$ cat config.mk
export PLATFORM = sky130hd
export DESIGN_NAME = lc3_decode
export DESIGN_NICKNAME = d
export VERILOG_FILES = /design/src/rtl/lc3_decode.sv
export SDC_FILE = /design/constraint.sdc
export NUM_CORES = 1
export LEC_CHECK = 0
export ABC_AREA = 1
export CELL_PAD_IN_SITES_DETAIL_PLACEMENT = 2
export CELL_PAD_IN_SITES_GLOBAL_PLACEMENT = 2
export CORE_ASPECT_RATIO = 1.2
export CORE_MARGIN = 2
export CORE_UTILIZATION = 24
export DETAILED_ROUTE_END_ITERATION = 8
export PLACE_DENSITY = 0.84
export SYNTH_ARGS = -nofsm -noshare
export SYNTH_HDL_FRONTEND = slang
export SYNTH_SLANG_ARGS = --single-unit
export TNS_END_PERCENT = 100
$ cat constraint.sdc
create_clock -name clock -period 1.9 [get_ports clock]
set_clock_uncertainty 0.2 [all_clocks]
set_input_delay 0.285 -clock clock [delete_from_list [all_inputs] [get_ports clock]]
set_output_delay 0.285 -clock clock [all_outputs]
set_load 0.05 [all_outputs]
$ cat src/rtl/lc3_decode.sv
// -----------------------------------------------------------------------------
// lc3_decode
// Decode stage of the LC3 pipeline. Registers the fetched instruction and its
// next-PC, builds the execute/memory/writeback control words, and compares the
// incoming source registers against the previous enabled instruction's
// destination register to drive the ALU/memory bypass selects.
//
// Ports
//   clock, reset        : rising-edge clock, asynchronous active-high reset
//   enable_decode       : stage advance; low holds every output and the history
//   dout[15:0]          : instruction word from instruction memory
//   npc_in[15:0]        : PC+1 from fetch
//   IR[15:0]            : registered instruction
//   npc_out[15:0]       : registered npc_in
//   E_control[5:0]      : {alu_control[1:0], pcselect1[1:0], pcselect2, op2select}
//   W_control[1:0]      : writeback select (0 ALU, 1 memory, 2 LEA)
//   Mem_control         : 1 = indirect access (LDI/STI)
//   bypass_alu_1/2      : SR1/SR2 forwarded from previous ALU/LEA result
//   bypass_mem_1/2      : SR1/SR2 forwarded from previous load data
//   illegal_op          : registered instruction's opcode is not decoded
// -----------------------------------------------------------------------------
module lc3_decode (
    input  logic        clock,
    input  logic        reset,
    input  logic        enable_decode,
    input  logic [15:0] dout,
    input  logic [15:0] npc_in,
    output logic [15:0] IR,
    output logic [15:0] npc_out,
    output logic [5:0]  E_control,
    output logic [1:0]  W_control,
    output logic        Mem_control,
    output logic        bypass_alu_1,
    output logic        bypass_alu_2,
    output logic        bypass_mem_1,
    output logic        bypass_mem_2,
    output logic        illegal_op
);

    localparam logic [3:0] OP_BR  = 4'b0000;
    localparam logic [3:0] OP_ADD = 4'b0001;
    localparam logic [3:0] OP_LD  = 4'b0010;
    localparam logic [3:0] OP_ST  = 4'b0011;
    localparam logic [3:0] OP_AND = 4'b0101;
    localparam logic [3:0] OP_LDR = 4'b0110;
    localparam logic [3:0] OP_STR = 4'b0111;
    localparam logic [3:0] OP_NOT = 4'b1001;
    localparam logic [3:0] OP_LDI = 4'b1010;
    localparam logic [3:0] OP_STI = 4'b1011;
    localparam logic [3:0] OP_JMP = 4'b1100;
    localparam logic [3:0] OP_LEA = 4'b1110;

    logic [15:0] ir_q,  ir_d;
    logic [15:0] npc_q, npc_d;
    logic [5:0]  e_ctrl_q, e_ctrl_d;
    logic [1:0]  w_ctrl_q, w_ctrl_d;
    logic        mem_ctrl_q, mem_ctrl_d;
    logic [3:0]  bypass_q, bypass_d;      // {alu_1, alu_2, mem_1, mem_2}
    logic        illegal_q, illegal_d;
    logic        hist_valid_q, hist_valid_d;
    logic [2:0]  hist_dr_q, hist_dr_d;
    logic        hist_is_load_q, hist_is_load_d;

    // Combinational decode of the incoming word
    logic [3:0]  opcode_s;
    logic [5:0]  e_ctrl_s;
    logic [1:0]  w_ctrl_s;
    logic        mem_ctrl_s;
    logic        illegal_s;
    logic        writer_s;
    logic        is_load_s;
    logic        sr1_used_s;
    logic        sr2_used_s;
    logic [2:0]  sr1_s;
    logic [2:0]  sr2_s;
    logic        match1_s;
    logic        match2_s;

    assign opcode_s = dout[15:12];
    assign sr1_s    = dout[8:6];

    // Opcode decode: control words, register usage and writer/load flags
    always_comb begin
        e_ctrl_s   = 6'b000000;
        w_ctrl_s   = 2'b00;
        mem_ctrl_s = 1'b0;
        illegal_s  = 1'b0;
        writer_s   = 1'b0;
        is_load_s  = 1'b0;
        sr1_used_s = 1'b0;
        sr2_used_s = 1'b0;
        sr2_s      = dout[2:0];
        case (opcode_s)
            OP_ADD: begin
                e_ctrl_s   = {2'b00, 2'b00, 1'b0, ~dout[5]};
                writer_s   = 1'b1;
                sr1_used_s = 1'b1;
                sr2_used_s = ~dout[5];
            end
            OP_AND: begin
                e_ctrl_s   = {2'b01, 2'b00, 1'b0, ~dout[5]};
                writer_s   = 1'b1;
                sr1_used_s = 1'b1;
                sr2_used_s = ~dout[5];
            end
            OP_NOT: begin
                e_ctrl_s   = {2'b10, 2'b00, 1'b0, 1'b0};
                writer_s   = 1'b1;
                sr1_used_s = 1'b1;
            end
            OP_BR: begin
                e_ctrl_s   = {2'b00, 2'b01, 1'b1, 1'b0};
            end
            OP_JMP: begin
                e_ctrl_s   = {2'b00, 2'b11, 1'b0, 1'b0};
                sr1_used_s = 1'b1;
            end
            OP_LD: begin
                e_ctrl_s   = {2'b00, 2'b01, 1'b1, 1'b0};
                w_ctrl_s   = 2'd1;
                writer_s   = 1'b1;
                is_load_s  = 1'b1;
            end
            OP_LDR: begin
                e_ctrl_s   = {2'b00, 2'b10, 1'b0, 1'b0};
                w_ctrl_s   = 2'd1;
                writer_s   = 1'b1;
                is_load_s  = 1'b1;
                sr1_used_s = 1'b1;
            end
            OP_LDI: begin
                e_ctrl_s   = {2'b00, 2'b01, 1'b1, 1'b0};
                w_ctrl_s   = 2'd1;
                mem_ctrl_s = 1'b1;
                writer_s   = 1'b1;
                is_load_s  = 1'b1;
            end
            OP_LEA: begin
                e_ctrl_s   = {2'b00, 2'b01, 1'b1, 1'b0};
                w_ctrl_s   = 2'd2;
                writer_s   = 1'b1;
            end
            OP_ST: begin
                e_ctrl_s   = {2'b00, 2'b01, 1'b1, 1'b0};
                sr2_s      = dout[11:9];
                sr2_used_s = 1'b1;
            end
            OP_STR: begin
                e_ctrl_s   = {2'b00, 2'b10, 1'b0, 1'b0};
                sr2_s      = dout[11:9];
                sr1_used_s = 1'b1;
                sr2_used_s = 1'b1;
            end
            OP_STI: begin
                e_ctrl_s   = {2'b00, 2'b01, 1'b1, 1'b0};
                mem_ctrl_s = 1'b1;
                sr2_s      = dout[11:9];
                sr2_used_s = 1'b1;
            end
            default: begin
                illegal_s  = 1'b1;
            end
        endcase
    end

    // Source match against the history as it stands before this edge updates it
    assign match1_s = sr1_used_s & hist_valid_q & (sr1_s == hist_dr_q);
    assign match2_s = sr2_used_s & hist_valid_q & (sr2_s == hist_dr_q);

    // Next-state selection: advance on enable, otherwise hold everything
    always_comb begin
        ir_d           = ir_q;
        npc_d          = npc_q;
        e_ctrl_d       = e_ctrl_q;
        w_ctrl_d       = w_ctrl_q;
        mem_ctrl_d     = mem_ctrl_q;
        bypass_d       = bypass_q;
        illegal_d      = illegal_q;
        hist_valid_d   = hist_valid_q;
        hist_dr_d      = hist_dr_q;
        hist_is_load_d = hist_is_load_q;
        if (enable_decode) begin
            ir_d           = dout;
            npc_d          = npc_in;
            e_ctrl_d       = e_ctrl_s;
            w_ctrl_d       = w_ctrl_s;
            mem_ctrl_d     = mem_ctrl_s;
            illegal_d      = illegal_s;
            bypass_d       = {match1_s & ~hist_is_load_q, match2_s & ~hist_is_load_q,
                              match1_s &  hist_is_load_q, match2_s &  hist_is_load_q};
            hist_valid_d   = writer_s;
            hist_dr_d      = dout[11:9];
            hist_is_load_d = is_load_s;
        end else begin
            ir_d           = ir_q;
        end
    end

    // Pipeline register and history with asynchronous clear
    always_ff @(posedge clock or posedge reset) begin
        if (reset) begin
            ir_q           <= 16'h0000;
            npc_q          <= 16'h0000;
            e_ctrl_q       <= 6'b000000;
            w_ctrl_q       <= 2'b00;
            mem_ctrl_q     <= 1'b0;
            bypass_q       <= 4'b0000;
            illegal_q      <= 1'b0;
            hist_valid_q   <= 1'b0;
            hist_dr_q      <= 3'b000;
            hist_is_load_q <= 1'b0;
        end else begin
            ir_q           <= ir_d;
            npc_q          <= npc_d;
            e_ctrl_q       <= e_ctrl_d;
            w_ctrl_q       <= w_ctrl_d;
            mem_ctrl_q     <= mem_ctrl_d;
            bypass_q       <= bypass_d;
            illegal_q      <= illegal_d;
            hist_valid_q   <= hist_valid_d;
            hist_dr_q      <= hist_dr_d;
            hist_is_load_q <= hist_is_load_d;
        end
    end

    assign IR           = ir_q;
    assign npc_out      = npc_q;
    assign E_control    = e_ctrl_q;
    assign W_control    = w_ctrl_q;
    assign Mem_control  = mem_ctrl_q;
    assign bypass_alu_1 = bypass_q[3];
    assign bypass_alu_2 = bypass_q[2];
    assign bypass_mem_1 = bypass_q[1];
    assign bypass_mem_2 = bypass_q[0];
    assign illegal_op   = illegal_q;

endmodule

**Word-level counts from Yosys, hierarchy flattened**

Cells that the tools add are included.

- Equal/unequal tests: 13
- Multiplexer cells: 9
- Bitwise gates (word level): 10
- Reductions and logical operators: 10

Operator list:

| cell | number |
|---|---|
| $pmux 6 s6 | 1 |
| $eq 4x4->1 const B | 5 |
| $eq 4x3->1 const B | 3 |
| $reduce_or 12->1 | 1 |
| $reduce_or 6->1 | 2 |
| $and 1x1->1 | 8 |
| $eq 4x2->1 const B | 2 |
| $reduce_or 7->1 | 1 |
| $eq 3x3->1 | 2 |
| $reduce_or 2->1 | 3 |
| $reduce_or 3->1 | 2 |
| $mux 1 | 5 |
| $eq 4x1->1 const B | 1 |
| $logic_not 4->1 | 1 |
| $pmux 2 s2 | 1 |
| $mux 3 | 1 |
| $not 1->1 | 2 |
| $pmux 1 s2 | 1 |

- Bits in registers: 51
- Input port bits: 35
- Output and inout bits: 46
- Logic and storage cells: 52

**Logic depth before layout (Yosys ltp)**

- Word-level depth: 6
- Depth in mapped cells: 10
- Mapped depth without buffers: 10

**Worst setup path before layout**

OpenSTA, ideal clock, no wires.

- Path kind: register -> register
- Start: register, netlist name IR[9]
- End: register bypass_q[1]
- Data arrival time: 1.279 ns
- Slack: 0.355 ns
- Stages on the path, launching flop included: 7
- Period minus slack after synthesis: 1.545 ns
- Cells stage by stage: dfrtp_1 inv_1 nand2_1 nand3_1 nor4_1 nand3_1 nand2_1

RTL lines:

| item | RTL line | source |
|---|---|---|
| end signal: assignment | 218 | `bypass_q <= bypass_d;` |
| end: declaration | 58 | `logic [3:0] bypass_q, bypass_d;` |

**Worst setup path after layout**

- Start: input port dout[13]
- End: register bypass_q[2]

- Word-level cells in the longest chain between the ends: 6
- Elaborated cells between the ends (all ways): 13
- Those cells by class: 6 x eq/ne; 2 x mux; 3 x bitwise; 2 x reduce/logical

Ends and longest elaborated chain:

| item | RTL line | source |
|---|---|---|
| start: declaration | 26 | `input logic [15:0] dout,` |
| $eq 4x4->1 (tied with other cells) | 93 | `case (opcode_s)` |
| $reduce_or 3->1 (no line) / $reduce_or 2->1 (equally long branches) | - |  |
| $pmux 1 s2 / $mux 3 (equally long branches) | 93 |  |
| $and 1x1->1 / $eq 3x3->1 (equally long branches) | 168 | `assign match2_s = sr2_used_s & hist_valid_q & (sr2_s == hist_dr_q);` |
| $and 1x1->1 * | 168 |  |
| $and 1x1->1 * | 189 | `bypass_d = {match1_s & ~hist_is_load_q, match2_s & ~hist_is_load_q,` |

Every way passes the cells marked *; elsewhere a longest branch is shown, timed or not.
A chain may end at the register's enable or synchronous reset.

==> summary.md <==
| Metric | Value |
|---|---|
| Vias in the first global route | `2,243` |
| Endpoints failing hold | `0` |
| Synth top area share | `57.9%` |
| WL/cell | `14.2 µm` |
| Most common cell after layout, fill and taps aside | `nand2_1` |
| GRT met3 Usage | `2.74%` |
| Post-DP HPWL | `5050 µm` |
| Critical path's slowest cell | `clkdlybuf4s50_1` |
| F_max | `599 MHz` |
| Routed Antenna Nets | `0` |
| # DRC | `0` |
| Worst r2r dst | `bypass_q[3]` |
| Tmin final | `1670 ps` |
| Area grow syn2layout | `48.6%` |
| First-pass GRT wire length | `10,900 µm` |
| Total power | `0.00262 W` |
| Synth area leaders | `dfrtp_1 58%, nand2_1 22%, o21ai_0 4.6%` |
| Hold buffers post-CTS | `0` |
| Ports | `81` |
| Worst Tran Pin Value | `405 ps` |
| Core area | `8470 µm²` |
| Nets | `377` |
| R2R Path Start | `IR[10]` |
| Arr. time, crit path | `1720 ps` |
| Via count | `2,004` |
| Synth unique cells | `19` |
| Grt total ovfl | `0` |
| I/O Buffers | `80` |
| Post-synthesis sequential area ratio | `57.9%` |
| First-pass DRT Iterations | `4` |
| PwrDens | `850 nW/µm²` |
| Final-report max-slew violation count | `0` |
| Status | `completed` |
| Period utilisation layout | `87.9%` |
| Die H | `106 µm` |
| Clock sink count | `48` |
| Crit Path Class | `in2reg` |
| Initial antenna violation count | `0` |
| Net Count, Synth | `290` |
| Row Count | `37` |
| Relative max-transition margin | `72.8%` |
| Most frequent CP cell | `nand2_1` |
| Max clock buf depth | `2` |
| Post-CTS setup buffer count | `0` |
| Final WL | `6540 µm` |
| Inserted Diodes | `0` |
| Total GRT Usage | `14.7%` |
| Placer's final routability congestion estimate | `0.815` |
| Cell taking the most area after synthesis | `dfrtp_1` |
| CP max FO | `5` |
| Met1 Use GR | `17.6%` |
| Die area | `9400 µm²` |
| Post-CTS resize count | `0` |
| WP data required | `1950 ps` |
| Mean area per synthesized cell | `8.13 µm²` |
| R2r setup slk | `300 ps` |
| Worst-Skew Late Latency | `300 ps` |
| R2R cell count | `6` |
| Yosys warnings | `0` |
| Root Driver | `clkbuf_8` |
| Setup-failing EPs final | `0` |
| RSZ-0062 raised after global routing | `no` |
| Delay of the slowest critical-path stage | `600 ps` |
| CP Capture Type | `flop` |
| Commonest cells after routing, fill and taps aside | `119 x nand2_1, 53 x buf_4, 48 x dfrtp_1` |
| Vias per cell | `4.36` |
| Starting Density | `24.5%` |
| Worst setup path startpoint | `dout[13]` |
| Worst setup path end | `bypass_q[2]` |
| Fraction of layout cells with a size suffix above 1 | `21.0%` |
| CTS tree | `yes` |
| Core Util, Final | `36.4%` |
| 1st-iter DRT viols | `76` |
| Nature of the critical path startpoint | `input port` |
| GR Layer Usage met2 | `27.1%` |
| Leakage | `1.61 nW` |
| Die Width | `88.8 µm` |
| Worst vdd ir | `0.305 mV` |
| Yosys reg bits | `48` |
| Pin count of the biggest net entering global routing | `39` |
| Mapped Area | `2070 µm²` |
| CP cell instances | `clkdlybuf4s50_1, nand2_1, clkinv_2, nand2_4, nand2_1, nand2_1, nand2_1, nand2_1, nor2_2, nand3_1, nand2_1` |
| GR peak layer | `met2` |
| # H-tree levels | `2` |
| Max-Cap Viols | `0` |
| Hold Crit Class | `in2async` |
| Num CTS Buffers | `5` |
| Clock transition at path regs | `100 ps` |
| Post-synthesis cell count | `255` |
## worst min path at each step
stage	depth (start not counted)	to	slack [ps]
floorplan	2	npc_out[12]	200
global placement	2	npc_out[14]	260
detailed placement	2	npc_out[12]	260
CTS	2	npc_out[10]	100
global route	2	npc_out[10]	100
finish	2	hist_valid_q	90
## Yosys cell counts (all sizes together)
cell,number
nand2,122
dfrtp,48
o21ai,20
inv,18
nand3,14
nor2,13
buf,6
a21oi,4
clkbuf,4
nand3b,2
a21o,1
a31oi,1
clkinv,1
nor4,1
## cells by family (layout without fill, tap and decap cells)
family | Yosys count | count (layout) | synth area share, %
AO/OA/AOI/OAI | 26 | 26 | 6.46
buffers and inverters | 29 | 117 | 5.67
flip-flops | 48 | 48 | 57.9
AND/OR/NAND/NOR | 152 | 152 | 29.9
## critical path: cells and delay by family
kind                   cells  cell delay, ps
and+or+nand+nor            9             740
buffers and inverters      2             700
## registers in the layout, summed over array words and instances (netlist names)
name / flops
hist_valid_q: 1
IR: 16
Mem_control: 1
illegal_op: 1
E_control: 6
hist_is_load_q: 1
bypass_q: 4
npc_out: 16
W_control: 2
## per-layer routing
metal / wire length (µm) / vias up / part of all wire [%]
li1: - / 961 / -
met1: 2640 / 992 / 40
met2: 3550 / 45 / 54
met3: 294 / 6 / 4.5
met4: 50 / 0 / 0.76
met5: 0 / - / 0
## power by group
group          leakage [nW]  switching [W]  internal, W
clock network        0.0552       0.000359     0.000392
registers             0.603      0.0000505      0.00110
logic                 0.950       0.000477     0.000238
total                  1.61       0.000887      0.00173
## metrics by stage
stage                     setup WS (ps)  area, µm²  std cells  setup TNS, ps  hold WS [ps]
after global placement             1.56       2970        452              0           258
after detailed placement          -78.8       2970        452           -150           264
after CTS                           231       3080        460              0          98.8
after floorplan                     271       2070        255              0           198
after global routing               89.6       3080        460              0          98.8
final                               230       3080        460              0          88.9
## layout make-up
type | instances | area, µm²
timing repair buffer | 90 | 798
clock buffer | 6 | 72.6
inverter | 19 | 72.6
sequential | 48 | 1200
multi-input combinational | 178 | 754
clock inverter | 2 | 35.0
tap | 117 | 146
fill | 1001 | 5390
No activity file was read; power rests on OpenSTA's default activity.
